<file path="src/rtl/rr_pipe_arbiter.sv">
// Round-robin arbiter that funnels NREQ valid/ready producers into one registered output stage.
// Define RR_ARB_PKT_LOCK_EN to add req_last and hold the grant on one requester until its packet ends.
module rr_pipe_arbiter #(
   parameter  int WIDTH = 32,
   parameter  int NREQ  = 4,
   localparam int IDW   = $clog2(NREQ)
) (
   input  logic                  clk,
   input  logic                  rst,
   input  logic [NREQ-1:0]       req_valid,
   input  logic [NREQ*WIDTH-1:0] req_data,
`ifdef RR_ARB_PKT_LOCK_EN
   input  logic [NREQ-1:0]       req_last,
   output logic                  dbg_locked_o,
`endif
   output logic [NREQ-1:0]       req_ready,
   output logic                  out_valid,
   output logic [WIDTH-1:0]      out_data,
   output logic [IDW-1:0]        out_id,
   output logic [IDW-1:0]        dbg_ptr_o,
   input  logic                  out_ready
);

   // Handshake: a beat moves on every posedge where valid and ready are both high;
   // ready may depend on valid, valid never depends on ready, and data is held until taken.

`ifdef RR_ARB_PKT_LOCK_EN
   typedef enum logic {ST_IDLE, ST_LOCKED} state_t;
   state_t         state_q;
   logic [IDW-1:0] owner_q;
`endif

   logic             out_valid_q;
   logic [WIDTH-1:0] out_data_q;
   logic [IDW-1:0]   out_id_q;
   logic [IDW-1:0]   ptr_q;

   logic             load;
   logic             found;
   logic             accept;
   logic [IDW-1:0]   gnt_idx;
   logic [WIDTH-1:0] req_data_a [NREQ];

   for (genvar g = 0; g < NREQ; g++) begin : g_unpack
      assign req_data_a[g] = req_data[g*WIDTH +: WIDTH];
   end

   function automatic logic [IDW-1:0] next_idx(input logic [IDW-1:0] i);
      return (i == IDW'(NREQ-1)) ? '0 : i + 1'b1;
   endfunction

   assign load = ~out_valid_q | out_ready;

   always_comb begin : p_grant
      logic [IDW-1:0] idx;
      idx     = '0;
      found   = 1'b0;
      gnt_idx = '0;
      for (int k = 0; k < NREQ; k++) begin
         idx = IDW'((int'(ptr_q) + k) % NREQ);
         if (!found && req_valid[idx]) begin
            found   = 1'b1;
            gnt_idx = idx;
         end
      end
`ifdef RR_ARB_PKT_LOCK_EN
      // The owner keeps the grant even while idle, so other requesters wait out its bubbles.
      if (state_q == ST_LOCKED) begin
         found   = req_valid[owner_q];
         gnt_idx = owner_q;
      end
`endif
   end

   assign accept    = found & load;
   assign req_ready = (accept && !rst) ? (NREQ'(1) << gnt_idx) : '0;

   always_ff @(posedge clk) begin
      if (rst) begin
         out_valid_q <= 1'b0;
         out_data_q  <= '0;
         out_id_q    <= '0;
         ptr_q       <= '0;
`ifdef RR_ARB_PKT_LOCK_EN
         state_q     <= ST_IDLE;
         owner_q     <= '0;
`endif
      end else begin
         if (load) begin
            out_valid_q <= accept;
            if (accept) begin
               out_data_q <= req_data_a[gnt_idx];
               out_id_q   <= gnt_idx;
            end
         end
`ifdef RR_ARB_PKT_LOCK_EN
         if (accept) begin
            case (state_q)
               ST_IDLE: begin
                  if (req_last[gnt_idx]) begin
                     ptr_q <= next_idx(gnt_idx);
                  end else begin
                     state_q <= ST_LOCKED;
                     owner_q <= gnt_idx;
                  end
               end
               ST_LOCKED: begin
                  if (req_last[owner_q]) begin
                     state_q <= ST_IDLE;
                     ptr_q   <= next_idx(owner_q);
                  end
               end
               default: state_q <= ST_IDLE;
            endcase
         end
`else
         if (accept) begin
            ptr_q <= next_idx(gnt_idx);
         end
`endif
      end
   end

   assign out_valid = out_valid_q;
   assign out_data  = out_data_q;
   assign out_id    = out_id_q;
   assign dbg_ptr_o = ptr_q;
`ifdef RR_ARB_PKT_LOCK_EN
   assign dbg_locked_o = (state_q == ST_LOCKED);
`endif

endmodule
</file>
<file path="config.mk">
export PLATFORM = sky130hd
export DESIGN_NAME = rr_pipe_arbiter
export DESIGN_NICKNAME = d
export VERILOG_FILES = /design/src/rtl/rr_pipe_arbiter.sv
export SDC_FILE = /design/constraint.sdc
export NUM_CORES = 1
export LEC_CHECK = 0
export CORE_AREA = 3 3 67 69
export DETAILED_ROUTE_END_ITERATION = 10
export DIE_AREA = 0 0 70 72
export DONT_BUFFER_PORTS = 1
export GPL_TIMING_DRIVEN = 1
export PLACE_DENSITY = 0.66
export RECOVER_POWER = 25
export SLEW_MARGIN = 10
export SYNTH_ARGS = -nofsm -noshare
export SYNTH_HDL_FRONTEND = slang
export SYNTH_SLANG_ARGS = --single-unit
export TNS_END_PERCENT = 50
</file>
<file path="constraint.sdc">
create_clock -name clk -period 3.7 [get_ports clk]
set_clock_uncertainty 0.2 [all_clocks]
set_input_delay 0.74 -clock clk [delete_from_list [all_inputs] [get_ports clk]]
set_output_delay 0.74 -clock clk [all_outputs]
set_load 0.05 [all_outputs]
</file>
==> results of run 1 <==
## routing by layer
| metal | wire [um] | vias up | GRT usage [%] |
|---|---|---|---|
| met1 | 2090 | 853 | 23.4 |
| met4 | 60 | 0 | 7.23 |
| met3 | 628 | 6 | 6.79 |
| met5 | 0 | - | 0 |
| li1 | - | 790 | - |
| met2 | 3070 | 152 | 39.0 |
## worst reg2reg max path: stages (launching register included)
cell	delay [ns]
sky130_fd_sc_hd__dfxtp_1	0.37
sky130_fd_sc_hd__clkbuf_1	0.60
sky130_fd_sc_hd__o211ai_1	0.27
sky130_fd_sc_hd__nor3_4	0.57
sky130_fd_sc_hd__buf_4	0.36
sky130_fd_sc_hd__a222oi_1	0.13
sky130_fd_sc_hd__o21ai_0	0.11
## logic make-up after synthesis
logic type               after synthesis
AO/OA/AOI/OAI                         82
flip-flops                            37
multiplexers                          32
AND/OR/NAND/NOR                       23
buffers and inverters                 21
adder cells (fa/ha/maj)                1
## worst paths after layout
check	endpoint	start	slack, ns
max	req_ready[0]	dbg_ptr_o[1]	0.49
min	dbg_ptr_o[0]	rst	0.32
max reg2reg	out_data[6]	dbg_ptr_o[0]	1.01
min reg2reg	out_id[0]	out_id[0]	0.50
## metrics by stage
stage | std cells | area (sq um) | power (uW) | hold slack, ns
after floorplan | 196 | 1970 | 1020 | 0.472
after global placement | 237 | 1970 | 1050 | 0.482
after detailed placement | 237 | 1970 | 1070 | 0.493
after CTS | 245 | 2050 | 1330 | 0.312
after global routing | 245 | 2040 | 1390 | 0.306
final | 245 | 2040 | 1320 | 0.324
## flip-flops by register name, indices dropped and copies added, names as in the netlist
name / cells
dbg_ptr_o: 2
out_data: 32
out_id: 2
out_valid: 1
## power groups by stage
| stage | logic [uW] | registers (uW) | clock network, uW |
|---|---|---|---|
| 3_5_place_dp | 296 | 772 | 0 |
| 3_3_place_gp | 280 | 770 | 0 |
| 2_1_floorplan | 262 | 756 | 0 |
| 6_report | 294 | 763 | 264 |
| 4_1_cts | 295 | 763 | 275 |
| 5_1_grt | 323 | 769 | 296 |
## layout make-up
class                   instances  area share, %
well taps                      50           3.06
clock buffers                   6           3.55
flip-flops and latches         37           36.3
inverters                       3          0.551
repair buffers                  9           3.12
multi-input cells             138           52.9
clock inverters                 2          0.490
## cell usage after synthesis, types with 2 or more instances
master                     instances
sky130_fd_sc_hd__a21oi_1           9
sky130_fd_sc_hd__a222oi_1         32
sky130_fd_sc_hd__buf_2             5
sky130_fd_sc_hd__buf_4             4
sky130_fd_sc_hd__buf_6             6
sky130_fd_sc_hd__clkbuf_1          2
sky130_fd_sc_hd__dfxtp_1          37
sky130_fd_sc_hd__inv_1             3
sky130_fd_sc_hd__mux2i_1          32
sky130_fd_sc_hd__nand2_1          10
sky130_fd_sc_hd__nand2b_1          2
sky130_fd_sc_hd__nor2_1            4
sky130_fd_sc_hd__o21ai_0           3
sky130_fd_sc_hd__o21ai_1          30
sky130_fd_sc_hd__o32a_1            2
==> impl_metrics.env, run 1 <==
export IMPL_place_congestion=0.846
export IMPL_synth_xor_area_share_pct=0
export IMPL_route_final_wire_length_um=5840
export IMPL_max_cap_viol_count=0
export IMPL_synth_fp_nets=332
export IMPL_critical_path_class="register to output port"
export IMPL_max_clock_freq_ghz=0.312
export IMPL_gr_total_overflow=0
export IMPL_grt_max_degree=34
export IMPL_floorplan_io_pins=176
export IMPL_vdd_drop_max_v=0.000305
export IMPL_crit_path_start_kind="register"
export IMPL_drive_gt1_share_pct=11.3
export IMPL_register_area_sq_um=741
export IMPL_netlist_top_cell_by_area="sky130_fd_sc_hd__dfxtp_1"
export IMPL_floorplan_initialDensity_pct=49.7
export IMPL_power_share_clock_pct=20.0
export IMPL_drt_wirelength_per_cell_um=23.9
export IMPL_ys_warnings_count=0
export IMPL_chipHeight_um=72
export IMPL_worst_path_buf_inv=1
export IMPL_grt_pass1_vias=1809
export IMPL_num_vias=1801
export IMPL_drcViolationCount=0
export IMPL_final_setup_violation_count=0
export IMPL_fin_nets=330
export IMPL_detail_route_iter0_violations=260
export IMPL_setup_worst_path_end_class="output port"
export IMPL_post_cts_setup_buffer_count=0
export IMPL_fill_cells=363
export IMPL_clk_pin_slew_ns=0.07
export IMPL_synth_top_cells_by_area="sky130_fd_sc_hd__dfxtp_1, sky130_fd_sc_hd__a222oi_1, sky130_fd_sc_hd__mux2i_1"
export IMPL_hpwl_um=4400
export IMPL_initial_antenna_violation_count=0
export IMPL_cp_top_family="flip-flops"
export IMPL_synth_top_flop_cell="sky130_fd_sc_hd__dfxtp_1"
export IMPL_critical_path_cell_count=4
export IMPL_antenna_diode_count=0
export IMPL_final_max_slew_viol_count=0
export IMPL_cts_inserted_buffers=5
export IMPL_clk_latency_ns=0.27
export IMPL_core_area_sq_mm=0.00397
export IMPL_area_growth_pct=3.49
export IMPL_power_internal_uw=727
export IMPL_maximum_fanout_along_the_worst_path=33
export IMPL_grt_pass1_wl_um=8630
export IMPL_synth_top_family_by_area="compound AO/OA/AOI/OAI gates"
export IMPL_layout_core_utilization_pct=51.4
export IMPL_worst_endpoint_arrival_ns=2.27
export IMPL_synthSimpleGateAreaFrac_pct=6.72
export IMPL_cp_cell_sequence="nand2_1, or3_4, a211oi_4, buf_4"
export IMPL_numPortBuffers=0
export IMPL_synth_adder_area_share_pct=0.634
export IMPL_synth_lib_cells_used_distinct=30
export IMPL_finalSetupTns_ns=0
export IMPL_syn_area_per_cell_sq_um=10.1
export IMPL_clkSinkCount=37
export IMPL_yosys_register_bits=37
export IMPL_result_of_the_run="complete, no violations"
export IMPL_post_synth_mux_area_share_pct=16.2
export IMPL_syn_inst=196
export IMPL_synth_compound_area_share_pct=31.3
export IMPL_post_cts_resize_count=0
export IMPL_cts_hold_buffers=0
export IMPL_synth_top_area_share_pct=37.5
export IMPL_p_seq_share_pct=57.8
export IMPL_worst_slack_ns=0.495
export IMPL_p_sw_share_pct=44.9
export IMPL_clock_tree_buffer_depth=2
export IMPL_dieArea_sq_mm=0.00504
export IMPL_layout_commonest_cell="sky130_fd_sc_hd__dfxtp_1"
export IMPL_ff2ff_path_depth=6
export IMPL_hold_path_class="input port to register"
export IMPL_netSwitchingPower_uw=593
export IMPL_whs_path_depth=1
export IMPL_x_dimension_of_the_die_um=70
export IMPL_detailedRoute_firstPassIterationCount=9
export IMPL_placement_setup_worst_slack_ns=0.804
export IMPL_critPathSlowestCell="sky130_fd_sc_hd__dfxtp_1"
export IMPL_max_stage_delay_ns=0.83
export IMPL_ant_nets=0
export IMPL_track_usage_pct=21.3
export IMPL_core_rowCount=23
export IMPL_cts_htree_levels=2
export IMPL_synth_enable_flop_cells=0
export IMPL_synthArstFlopShare_pct=0
export IMPL_ctsRootBufferMaster="sky130_fd_sc_hd__clkbuf_8"
export IMPL_slew_limit_headroom_pct=48.1
export IMPL_avgViaCountPerCell=7.35
export IMPL_finalHoldViolations=0
export IMPL_final_period_minus_worst_setup_slack_ns=3.21
export IMPL_syn_area_sq_mm=0.00197
export IMPL_power_density_cell_area_mw_per_mm2=647
export IMPL_critPathRequiredTime_ns=2.76
export IMPL_synth_seq_area_share_pct=37.5
export IMPL_combPwrFrac_pct=22.2
export IMPL_power_static_leakage_uw=0.000830
export IMPL_grt_setup_unrepaired="false"
export IMPL_timing_final_crit_share_pct=86.6
export IMPL_most_common_layout_cells="sky130_fd_sc_hd__dfxtp_1, sky130_fd_sc_hd__mux2i_1, sky130_fd_sc_hd__a222oi_1, sky130_fd_sc_hd__o21ai_1, sky130_fd_sc_hd__nand2_1"
export IMPL_multi_input_logic_area_sq_mm=0.00108
export IMPL_worstMarginPinSlew_ns=0.777
export IMPL_cts_tree="done"
Power figures use the tool's default switching activity.
==> inputs of run 2 (changes only) <==
--- a/config.mk
+++ b/config.mk
@@ -5,12 +5,13 @@
 export SDC_FILE = /design/constraint.sdc
 export NUM_CORES = 1
 export LEC_CHECK = 0
-export CORE_AREA = 3 3 67 69
+export ABC_AREA = 1
+export CORE_MARGIN = 3
+export CORE_UTILIZATION = 40
 export DETAILED_ROUTE_END_ITERATION = 10
-export DIE_AREA = 0 0 70 72
 export DONT_BUFFER_PORTS = 1
 export GPL_TIMING_DRIVEN = 1
-export PLACE_DENSITY = 0.66
+export PLACE_DENSITY = 0.56
 export RECOVER_POWER = 25
 export SLEW_MARGIN = 10
 export SYNTH_ARGS = -nofsm -noshare
==> run 2 against run 1 <==
Synthesized cell count is 150% higher. Critical path depth increased by 10. Clock-buffer cell count rose by 1. Sequential power up 45%. Clock power is 40% higher. Area after synthesis grew 47%. Die area is 65% higher. Hold slack got worse by 0.011 ns. First-iteration DRC count shrank 63%. Wire length up 43%. Critical path type unchanged. Highest routed layer unchanged.
==> impl_metrics.env, run 2 <==
export IMPL_max_clock_freq_ghz=0.293
export IMPL_synthSimpleGateAreaFrac_pct=41.8
export IMPL_final_period_minus_worst_setup_slack_ns=3.41
export IMPL_worstHoldStart="rst"
export IMPL_floorplan_io_pins=176
export IMPL_crit_path_start_kind="register"
export IMPL_non_filler_cell_area_final_sq_mm=0.00306
export IMPL_drive_gt1_share_pct=11.4
export IMPL_chipHeight_um=91.1
export IMPL_slew_limit_headroom_pct=57.6
export IMPL_layout_commonest_cell="sky130_fd_sc_hd__nand2_1"
export IMPL_detailedRoute_firstPassIterationCount=4
export IMPL_max_reg_flops=32
export IMPL_synth_enable_flop_cells=0
export IMPL_x_dimension_of_the_die_um=91.1
export IMPL_ctsRootBufferMaster="sky130_fd_sc_hd__clkbuf_8"
export IMPL_ff2ff_path_depth=12
export IMPL_synth_xor_area_share_pct=0
export IMPL_synthArstFlopShare_pct=0
export IMPL_worst_path_most_repeated_cell="sky130_fd_sc_hd__nand2_1"
export IMPL_syn_area_sq_mm=0.00289
export IMPL_numPortBuffers=0
export IMPL_power_density_cell_area_mw_per_mm2=981
export IMPL_clkSinkCount=37
export IMPL_area_growth_pct=5.58
export IMPL_synth_adder_area_share_pct=0.432
export IMPL_netlist_top_cell_by_area="sky130_fd_sc_hd__dfxtp_1"
export IMPL_hpwl_um=6210
export IMPL_synth_top_cells_by_area="sky130_fd_sc_hd__dfxtp_1, sky130_fd_sc_hd__nand2_1, sky130_fd_sc_hd__inv_1"
export IMPL_synth_top_flop_cell="sky130_fd_sc_hd__dfxtp_1"
export IMPL_post_place_cells=570
export IMPL_core_area_sq_mm=0.00691
export IMPL_critPathRequiredTime_ns=2.76
export IMPL_layout_core_utilization_pct=44.2
export IMPL_synth_seq_area_share_pct=25.6
export IMPL_drt_wirelength_per_cell_um=14.5
export IMPL_grt_max_degree=62
export IMPL_synth_top_family_by_area="simple AND/OR/NAND/NOR gates"
export IMPL_clk_latency_ns=0.28
export IMPL_grt_pass1_wl_um=13600
export IMPL_initial_antenna_violation_count=0
export IMPL_synth_fp_nets=623
export IMPL_critPathSlowestCell="sky130_fd_sc_hd__dfxtp_1"
export IMPL_syn_area_per_cell_sq_um=5.94
export IMPL_timing_final_crit_share_pct=92.1
export IMPL_vdd_drop_max_v=0.000364
export IMPL_placement_cell_area_sq_mm=0.00294
export IMPL_synth_top_area_share_pct=25.6
export IMPL_critical_path_class="register to output port"
export IMPL_floorplan_initialDensity_pct=41.9
export IMPL_fin_nets=617
export IMPL_route_final_wire_length_um=8350
export IMPL_whs_path_depth=1
export IMPL_power_static_leakage_uw=0.00158
export IMPL_finalHoldViolations=0
export IMPL_post_cts_setup_buffer_count=0
export IMPL_regToRegEndpoint="out_data[5]"
export IMPL_maximum_fanout_along_the_worst_path=12
export IMPL_cts_hold_buffers=0
export IMPL_hold_end="dbg_ptr_o[0]"
export IMPL_final_max_slew_viol_count=0
export IMPL_cts_tree="done"
export IMPL_most_common_layout_cells="sky130_fd_sc_hd__nand2_1, sky130_fd_sc_hd__inv_1, sky130_fd_sc_hd__nor2_1, sky130_fd_sc_hd__nand3_1, sky130_fd_sc_hd__dfxtp_1"
export IMPL_post_layout_nonfiller_instances=578
export IMPL_grt_setup_unrepaired="false"
export IMPL_result_of_the_run="complete, no violations"
export IMPL_gr_total_overflow=0
export IMPL_grt_pass1_vias=2768
export IMPL_timing_rr_start="dbg_ptr_o[0]"
export IMPL_ant_nets=0
export IMPL_detail_route_iter0_violations=95
export IMPL_core_rowCount=30
export IMPL_netlist_top_cells_count="sky130_fd_sc_hd__nand2_1, sky130_fd_sc_hd__inv_1, sky130_fd_sc_hd__nor2_1"
export IMPL_finalSetupTns_ns=0
export IMPL_num_vias=2921
export IMPL_worst_hold_slack_ns=0.313
export IMPL_max_cap_viol_count=0
export IMPL_avgViaCountPerCell=5.05
export IMPL_max_stage_delay_ns=0.60
export IMPL_post_cts_resize_count=0
export IMPL_clk_pin_slew_ns=0.08
export IMPL_place_congestion=0.879
export IMPL_drcViolationCount=0
export IMPL_worstMarginPinSlew_ns=0.637
export IMPL_antenna_diode_count=0
export IMPL_cts_htree_levels=2
export IMPL_clock_tree_buffer_depth=2
export IMPL_syn_inst=487
export IMPL_regToRegSetupSlack_ns=0.68
export IMPL_setup_worst_path_end_class="output port"
export IMPL_post_synth_mux_area_share_pct=0
export IMPL_yosys_register_bits=37
export IMPL_track_usage_pct=20.0
export IMPL_cts_inserted_buffers=5
export IMPL_dieArea_sq_mm=0.00829
export IMPL_final_setup_violation_count=0
export IMPL_synth_compound_area_share_pct=15.8
export IMPL_ys_warnings_count=0
export IMPL_cp_cell_sequence="inv_2, nand2_1, nand2_1, nand2_1, nand2_2, nand2_2, nand2_1, nand2_2, nand3_4, inv_2, ha_1, inv_1, nor2_1, buf_4"
export IMPL_synth_lib_cells_used_distinct=25
export IMPL_synth_most_common_cell="sky130_fd_sc_hd__nand2_1"
export IMPL_hold_path_class="input port to register"
export IMPL_worst_endpoint_arrival_ns=2.47
-- run 2: changes by cell type after synthesis, sizes merged, moves of 4 or more --
cell,previous run,this run
nand2,10,153
inv,3,83
nor2,4,70
nand3,0,47
a222oi,32,0
mux2i,32,0
o21ai,33,3
o211ai,1,29
a21oi,9,32
buf,15,21
nand4,0,4
-- run 2: how the worst max path moves through the flow --
stage	slack, ns	endpoint	start	cells past startpoint
detailed placement	0.57	req_ready[3]	req_valid[1]	13
global route	0.02	req_ready[3]	dbg_ptr_o[0]	14
CTS	0.27	req_ready[3]	dbg_ptr_o[0]	14
global placement	0.60	req_ready[3]	req_valid[1]	13
finish	0.29	req_ready[3]	dbg_ptr_o[0]	14
floorplan	0.19	req_ready[3]	dbg_ptr_o[1]	14
-- run 2: cells by family (layout without fill, tap and decap cells) --
group | count (synthesis) | in the layout
compound gates | 66 | 66
fa+ha+maj | 1 | 1
flops | 37 | 37
buf+inv | 107 | 102
simple gates | 276 | 276
-- run 2: layout make-up --
type	count	area, sq um
clock buffer	7	86.3
clock inverter	1	30.0
fill	759	3850
inverter	83	312
multi-input combinational	343	1680
sequential	37	741
tap	96	120
timing repair buffer	11	82.6
-- run 2: power by group --
part	switching [uW]	total (uW)	internal, uW
combinational	1090	1510	428
clock	149	369	220
sequential	565	1110	550
total	1800	3000	1200
-- run 2: stage by stage --
stage	worst slack, ns	power [uW]
after floorplan	0.193	2420
after global placement	0.602	2640
after detailed placement	0.573	2650
after CTS	0.267	3030
after global routing	0.0231	3260
final	0.292	3000
-- run 2: worst max-delay path: cells and delay by family (launching register included) --
kind          cells  cell delay (ns)
fa+ha+maj         1             0.15
buf+inv           4             0.58
flops             1             0.60
simple gates      9             0.86
-- run 2: layer usage --
metal / share of wire [%] / up-vias / global-route usage [%]
met3: 8.4 / 4 / 5.97
met2: 47 / 121 / 33.8
met1: 44 / 1289 / 25.1
met4: 0.59 / 0 / 3.89
li1: - / 1507 / -
met5: 0 / - / 0
